<file path="config.mk">
export PLATFORM = sky130hd
export DESIGN_NAME = des_key_schedule_flat
export DESIGN_NICKNAME = d
export VERILOG_FILES = /design/src/rtl/des_key_if.sv /design/src/rtl/des_key_schedule.sv /design/src/flat_wrapper.sv
export SDC_FILE = /design/constraint.sdc
export NUM_CORES = 1
export LEC_CHECK = 0
export CORE_MARGIN = 8
export CORE_UTILIZATION = 55
export CTS_CLUSTER_DIAMETER = 150
export DETAILED_ROUTE_END_ITERATION = 16
export PLACE_DENSITY_LB_ADDON = 0.15
export SETUP_SLACK_MARGIN = 0.4
export SKIP_LAST_GASP = 1
export SYNTH_ARGS = -nofsm -noshare
export SYNTH_HDL_FRONTEND = slang
export SYNTH_SLANG_ARGS = --single-unit
export TNS_END_PERCENT = 30
</file>
<file path="constraint.sdc">
create_clock -name clk -period 3.65 [get_ports clk]
set_input_delay 1.095 -clock clk [delete_from_list [all_inputs] [get_ports clk]]
set_output_delay 1.095 -clock clk [all_outputs]
set_load 0.03 [all_outputs]
</file>
<file path="src/rtl/des_key_if.sv">
// Handshake bundle between the key register file, the DES key schedule and the round datapath.
interface des_key_if;
  logic        start;
  logic        mode;
  logic [63:0] key_in;
  logic        abort;
  logic        subkey_valid;
  logic        subkey_ready;
  logic [47:0] subkey;
  logic [3:0]  round_idx;
  logic        busy;
  logic        done;
  logic        parity_err;

  modport master (
    output start, mode, key_in, abort, subkey_ready,
    input  subkey_valid, subkey, round_idx, busy, done, parity_err
  );

  modport slave (
    input  start, mode, key_in, abort, subkey_ready,
    output subkey_valid, subkey, round_idx, busy, done, parity_err
  );
endinterface

</file>
<file path="src/rtl/des_key_schedule.sv">
// Sequential DES key schedule: PC-1 on start, then one PC-2 round subkey per handshake,
// in encrypt (K1..K16) or decrypt (K16..K1) order, with optional odd-parity check.
module des_key_schedule #(
  parameter logic [15:0] SHIFT1_MASK  = 16'h8103,
  parameter bit          PIPE_OUT     = 1'b0,
  parameter bit          CHECK_PARITY = 1'b1
) (
  input  logic       clk,
  input  logic       rst,
  des_key_if.slave   kif
);

  localparam int unsigned KEY_W  = 64;
  localparam int unsigned CD_W   = 56;
  localparam int unsigned HALF_W = 28;
  localparam int unsigned SK_W   = 48;
  localparam int unsigned IDX_W  = 4;

  localparam int unsigned PC1_TAB [56] = '{
    57, 49, 41, 33, 25, 17,  9,  1, 58, 50, 42, 34, 26, 18,
    10,  2, 59, 51, 43, 35, 27, 19, 11,  3, 60, 52, 44, 36,
    63, 55, 47, 39, 31, 23, 15,  7, 62, 54, 46, 38, 30, 22,
    14,  6, 61, 53, 45, 37, 29, 21, 13,  5, 28, 20, 12,  4
  };

  localparam int unsigned PC2_TAB [48] = '{
    14, 17, 11, 24,  1,  5,  3, 28, 15,  6, 21, 10,
    23, 19, 12,  4, 26,  8, 16,  7, 27, 20, 13,  2,
    41, 52, 31, 37, 47, 55, 30, 40, 51, 45, 33, 48,
    44, 49, 39, 56, 34, 53, 46, 42, 50, 36, 29, 32
  };

  typedef enum logic {IDLE = 1'b0, RUN = 1'b1} state_e;

  // Table entries use DES numbering: bit 1 is the MSB of the packed vector.
  function automatic logic [CD_W-1:0] pc1(input logic [KEY_W-1:0] k);
    logic [CD_W-1:0] r;
    r = '0;
    for (int j = 0; j < 56; j++) r[6'(55 - j)] = k[6'(64 - PC1_TAB[j])];
    return r;
  endfunction

  function automatic logic [SK_W-1:0] pc2(input logic [CD_W-1:0] cd);
    logic [SK_W-1:0] r;
    r = '0;
    for (int j = 0; j < 48; j++) r[6'(47 - j)] = cd[6'(56 - PC2_TAB[j])];
    return r;
  endfunction

  // C and D halves rotate independently.
  function automatic logic [CD_W-1:0] rot_cd(input logic [CD_W-1:0] cd, input logic left,
                                             input logic one);
    logic [HALF_W-1:0] c, d;
    c = cd[CD_W-1:HALF_W];
    d = cd[HALF_W-1:0];
    if (left) begin
      c = one ? {c[26:0], c[27]} : {c[25:0], c[27:26]};
      d = one ? {d[26:0], d[27]} : {d[25:0], d[27:26]};
    end else begin
      c = one ? {c[0], c[27:1]} : {c[1:0], c[27:2]};
      d = one ? {d[0], d[27:1]} : {d[1:0], d[27:2]};
    end
    return {c, d};
  endfunction

  function automatic logic par_err(input logic [KEY_W-1:0] k);
    logic e;
    e = 1'b0;
    for (int b = 0; b < 8; b++) e = e | ~(^k[6'(b * 8) +: 8]);
    return e;
  endfunction

  state_e             state_q, state_d;
  logic               mode_q, mode_d;
  logic [CD_W-1:0]    cd_q, cd_d;
  logic [IDX_W-1:0]   idx_q, idx_d;
  logic               src_avail_q, src_avail_d;
  logic               done_q, done_d;
  logic               perr_q, perr_d;
  logic               obuf_valid_q, obuf_valid_d;
  logic [SK_W-1:0]    obuf_key_q, obuf_key_d;
  logic [IDX_W-1:0]   obuf_idx_q, obuf_idx_d;

  logic [SK_W-1:0]    sk_c;
  logic               out_valid_c;
  logic [IDX_W-1:0]   out_idx_c;
  logic               accept_c;
  logic               advance_c;
  logic               last_c;

  assign sk_c        = pc2(cd_q);
  assign out_valid_c = PIPE_OUT ? obuf_valid_q : (state_q == RUN);
  assign out_idx_c   = PIPE_OUT ? obuf_idx_q : idx_q;
  assign accept_c    = out_valid_c & kif.subkey_ready;
  assign last_c      = accept_c & (out_idx_c == 4'd15);
  // The CD register steps on consumer accept, or on buffer (re)load when buffered.
  assign advance_c   = PIPE_OUT ? ((state_q == RUN) & src_avail_q & (~obuf_valid_q | accept_c))
                                : ((state_q == RUN) & accept_c);

  always_comb begin
    state_d      = state_q;
    mode_d       = mode_q;
    cd_d         = cd_q;
    idx_d        = idx_q;
    src_avail_d  = src_avail_q;
    done_d       = 1'b0;
    perr_d       = perr_q;
    obuf_valid_d = obuf_valid_q;
    obuf_key_d   = obuf_key_q;
    obuf_idx_d   = obuf_idx_q;

    case (state_q)
      IDLE: begin
        if (kif.start) begin
          state_d      = RUN;
          mode_d       = kif.mode;
          cd_d         = kif.mode ? pc1(kif.key_in) : rot_cd(pc1(kif.key_in), 1'b1, SHIFT1_MASK[0]);
          idx_d        = '0;
          src_avail_d  = 1'b1;
          obuf_valid_d = 1'b0;
          perr_d       = CHECK_PARITY ? par_err(kif.key_in) : 1'b0;
        end
      end
      RUN: begin
        if (kif.abort) begin
          state_d      = IDLE;
          src_avail_d  = 1'b0;
          obuf_valid_d = 1'b0;
        end else begin
          // Decrypt walks CD backwards: undo the shift that produced the current round.
          if (advance_c && idx_q != 4'd15) begin
            idx_d = idx_q + 4'd1;
            cd_d  = rot_cd(cd_q, ~mode_q,
                           mode_q ? SHIFT1_MASK[4'd15 - idx_q] : SHIFT1_MASK[idx_q + 4'd1]);
          end
          if (advance_c && idx_q == 4'd15) src_avail_d = 1'b0;
          if (PIPE_OUT) begin
            if (advance_c) begin
              obuf_valid_d = 1'b1;
              obuf_key_d   = sk_c;
              obuf_idx_d   = idx_q;
            end else if (accept_c) begin
              obuf_valid_d = 1'b0;
            end
          end
          if (last_c) begin
            state_d      = IDLE;
            done_d       = 1'b1;
            src_avail_d  = 1'b0;
            obuf_valid_d = 1'b0;
          end
        end
      end
      default: state_d = IDLE;
    endcase
  end

  always_ff @(posedge clk or posedge rst) begin
    if (rst) begin
      state_q      <= IDLE;
      mode_q       <= 1'b0;
      cd_q         <= '0;
      idx_q        <= '0;
      src_avail_q  <= 1'b0;
      done_q       <= 1'b0;
      perr_q       <= 1'b0;
      obuf_valid_q <= 1'b0;
      obuf_key_q   <= '0;
      obuf_idx_q   <= '0;
    end else begin
      state_q      <= state_d;
      mode_q       <= mode_d;
      cd_q         <= cd_d;
      idx_q        <= idx_d;
      src_avail_q  <= src_avail_d;
      done_q       <= done_d;
      perr_q       <= perr_d;
      obuf_valid_q <= obuf_valid_d;
      obuf_key_q   <= obuf_key_d;
      obuf_idx_q   <= obuf_idx_d;
    end
  end

  assign kif.subkey_valid = out_valid_c;
  assign kif.subkey       = PIPE_OUT ? obuf_key_q : sk_c;
  assign kif.round_idx    = out_idx_c;
  assign kif.busy         = (state_q == RUN);
  assign kif.done         = done_q;
  assign kif.parity_err   = perr_q;

endmodule

</file>
<file path="src/flat_wrapper.sv">
// flat-port wrapper written by rule: the top's interface ports become plain ports
module des_key_schedule_flat 
#(
  parameter logic [15:0] SHIFT1_MASK  = 16'h8103,
  parameter bit          PIPE_OUT     = 1'b0,
  parameter bit          CHECK_PARITY = 1'b1
)
  (clk, rst, kif_start, kif_mode, kif_key_in, kif_abort, kif_subkey_ready, kif_subkey_valid, kif_subkey, kif_round_idx, kif_busy, kif_done, kif_parity_err);
  des_key_if kif_i ();
  input  logic clk;
  input  logic rst;
  input wire logic [$bits(kif_i.start)-1:0] kif_start;
  input wire logic [$bits(kif_i.mode)-1:0] kif_mode;
  input wire logic [$bits(kif_i.key_in)-1:0] kif_key_in;
  input wire logic [$bits(kif_i.abort)-1:0] kif_abort;
  input wire logic [$bits(kif_i.subkey_ready)-1:0] kif_subkey_ready;
  output wire logic [$bits(kif_i.subkey_valid)-1:0] kif_subkey_valid;
  output wire logic [$bits(kif_i.subkey)-1:0] kif_subkey;
  output wire logic [$bits(kif_i.round_idx)-1:0] kif_round_idx;
  output wire logic [$bits(kif_i.busy)-1:0] kif_busy;
  output wire logic [$bits(kif_i.done)-1:0] kif_done;
  output wire logic [$bits(kif_i.parity_err)-1:0] kif_parity_err;
  assign kif_i.start = kif_start;
  assign kif_i.mode = kif_mode;
  assign kif_i.key_in = kif_key_in;
  assign kif_i.abort = kif_abort;
  assign kif_i.subkey_ready = kif_subkey_ready;
  assign kif_subkey_valid = kif_i.subkey_valid;
  assign kif_subkey = kif_i.subkey;
  assign kif_round_idx = kif_i.round_idx;
  assign kif_busy = kif_i.busy;
  assign kif_done = kif_i.done;
  assign kif_parity_err = kif_i.parity_err;
  des_key_schedule #(.SHIFT1_MASK(SHIFT1_MASK), .PIPE_OUT(PIPE_OUT), .CHECK_PARITY(CHECK_PARITY)) u_core (.clk(clk), .rst(rst), .kif(kif_i));
endmodule
</file>
==> impl_metrics.toml <==
[synthesis]
syn-mean-instance-area_um2 = 9.42
async_reset_ff_frac = 1.00
netlist_instances = 550
synth-main-ff-cell = "dfrtp_1"
ys_warn_count = 0
synth_cell_types = 52
synth-edff-count = 0
ys_seq_elements = 64
ys_seq_area_frac = 0.309
syn_area_um2 = 5180

[sta]
tightest_slew_ns = 0.831
slew_violations = 0
slew_headroom = 0.446
finClkSkew_ns = 0.0115
hold_viol = 0
fin_ws_ns = 0.810
timing.fmax_ghz = 0.352
rsz0062_at_grt = "false"
fin_crit_ns = 2.84
fin_tns_setup_ns = 0
setup_violations = 0
fin_crit_sh = 0.778

[placed_design]
dp_slack_ns = 0.599
gp_congestion = 0.823
dpl-instance-area_um2 = 5690
dp_hpwl_um = 8670
io_buffers = 77

[setup_path]
critPathLaunchType = "flop"
cp_slowest_stage_delay_ns = 0.78
critPathBufInv = 1
r2r_slack_ns = 1.02
cpMaxStageDelayCell = "clkdlybuf4s50_1"
crit_chain = "clkdlybuf4s50_1"
cp_max_fo = 16
r2r_start = "u_core.kif.round_idx[1]"
worstReg2RegEnd = "u_core.cd_q[54]"
worstPathArrival_ns = 1.75
rr_worst_depth = 6
crit_family = "buffers and inverters"
crit_type = "reg2out"
worstPathRequired_ns = 2.55
crit_path_end_kind = "output pin"

[clock_tree]
htree_levels = 3
numCtsBuffers = 9
cts_tree = "built"
cts_resized = 0
clock_latency_ns = 0.34
cts_buffer_depth = 2
clk_pin_slew_ns = 0.07
cts_sinks = 64
ctsHoldBuffers = 0
postCtsSetupRepairBufs = 0
clock-root-buffer = "clkbuf_8"

[min_path]
min_from = "u_core.kif.parity_err"
hold_end = "u_core.kif.parity_err"
min_path_type = "reg2reg"
hold_depth = 1

[global_routing]
grt_usage = 0.202
grt_pass1_vias = 4266
grt_pass1_wl_um = 21400
grt_overflow_total = 0
antenna_found_initial = 0
grt_max_degree = 65

[floorplan]
fp.dieH_um = 113
core_um2 = 9200
initial_core_util = 0.563
pin_count = 126
dieArea_um2 = 12800
rows = 35
dieWidth_um = 113

[detailed_routing]
drt_iter0_drc = 269
wl_per_cell_um = 18.9
drtPass1Iterations = 5
antenna_left = 0
drcViolationCount = 0
vias_per_cell = 6.26
vias = 4311
routed_wl_um = 13000

[finish]
final_cell_mix = "98 x mux2i_1, 76 x clkdlybuf4s50_1, 64 x dfrtp_1, 51 x nand2_1, 50 x a21oi_1"
fillCellCount = 803
synthToLayoutAreaGrowth_pct = 13.7
nets = 650
n_antenna_cell = 0
layout.cells.most_common = "mux2i_1"
drive_gt1_frac = 0.111
postLayoutCellArea_um2 = 5890

[pwr]
p_per_area_nw_per_um2 = 550
ir_drop_mv = 0.351
p_leak_nw = 2.56

[job]
maxCapViolCount = 0

[run_status]
status = "finished, final reports clean"
[Yosys cell counts (6+ instances only)]
master    instances  area (µm²)
mux2i_1          98         981
dfrtp_1          64        1600
buf_4            54         405
a21oi_1          51         255
nand2_1          51         191
a221o_1          41         410
nor3_1           25         125
clkbuf_1         22        82.6
mux2_2           15         169
nor2_1           14        52.6
buf_2            10        50.1
o21ai_0          10        50.1
buf_6             7        78.8
inv_1             7        26.3
a22oi_1           6        45.0
[state kept, by name, indices dropped and copies added (netlist names)]
register	count
u_core.cd_q	56
u_core.kif.round_idx	4
u_core.kif.busy	1
u_core.kif.done	1
u_core.kif.parity_err	1
u_core.mode_q	1
[per-layer routing]
| metal | part of all wire | track usage | vias to the layer above |
|---|---|---|---|
| li1 | - | - | 2040 |
| met1 | 0.44 | 0.254 | 2105 |
| met2 | 0.49 | 0.340 | 153 |
| met3 | 0.067 | 0.0394 | 13 |
| met4 | 0.011 | 0.0631 | 0 |
| met5 | 0 | 0 | - |
[power breakdown]
part           switching (mW)  leakage, nW  internal [mW]
Combinational           0.823         1.66          0.705
Clock                   0.275       0.0973          0.344
Sequential              0.249        0.794          0.842
[through the flow]
step | hold slack (ns) | power (mW) | utilization | cells
6_report | 0.478 | 3.24 | 0.640 | 689
5_1_grt | 0.506 | 3.41 | 0.640 | 689
4_1_cts | 0.479 | 3.25 | 0.640 | 689
3_5_place_dp | 0.458 | 2.63 | 0.619 | 675
3_3_place_gp | 0.452 | 2.60 | 0.619 | 675
2_1_floorplan | 0.536 | 2.31 | - | 565
[kinds of logic after synthesis]
logic type / share of synthesized area
buffers and inverters: 0.126
AO/OA/AOI/OAI: 0.200
other: 0.000724
AND/OR/NAND/NOR: 0.105
flip-flops: 0.309
adder cells (fa/ha/maj): 0.0121
XOR/XNOR: 0.00169
multiplexers: 0.245
[layout make-up]
class                   instances  area [µm²]  share of cell area
inverters                       8        30.0             0.00510
clock inverters                 3        42.5             0.00723
flip-flops and latches         64        1600               0.272
repair buffers                 94         918               0.156
clock buffers                  11         151              0.0257
multi-input cells             398        3000               0.510
well taps                     111         139              0.0236
[worst max path at each step]
stage / cells after the start / slack, ns / endpoint / startpoint
detailed placement: 7 / 0.60 / u_core.cd_q[7] / kif_subkey_ready
global placement: 6 / 0.65 / u_core.cd_q[25] / kif_subkey_ready
global route: 1 / 0.75 / kif_round_idx[3] / u_core.kif.round_idx[3]
floorplan: 1 / 0.96 / u_core.cd_q[0] / rst
CTS: 1 / 0.80 / kif_round_idx[3] / u_core.kif.round_idx[3]
finish: 1 / 0.81 / kif_round_idx[3] / u_core.kif.round_idx[3]
Power figures use the tool's default switching activity.
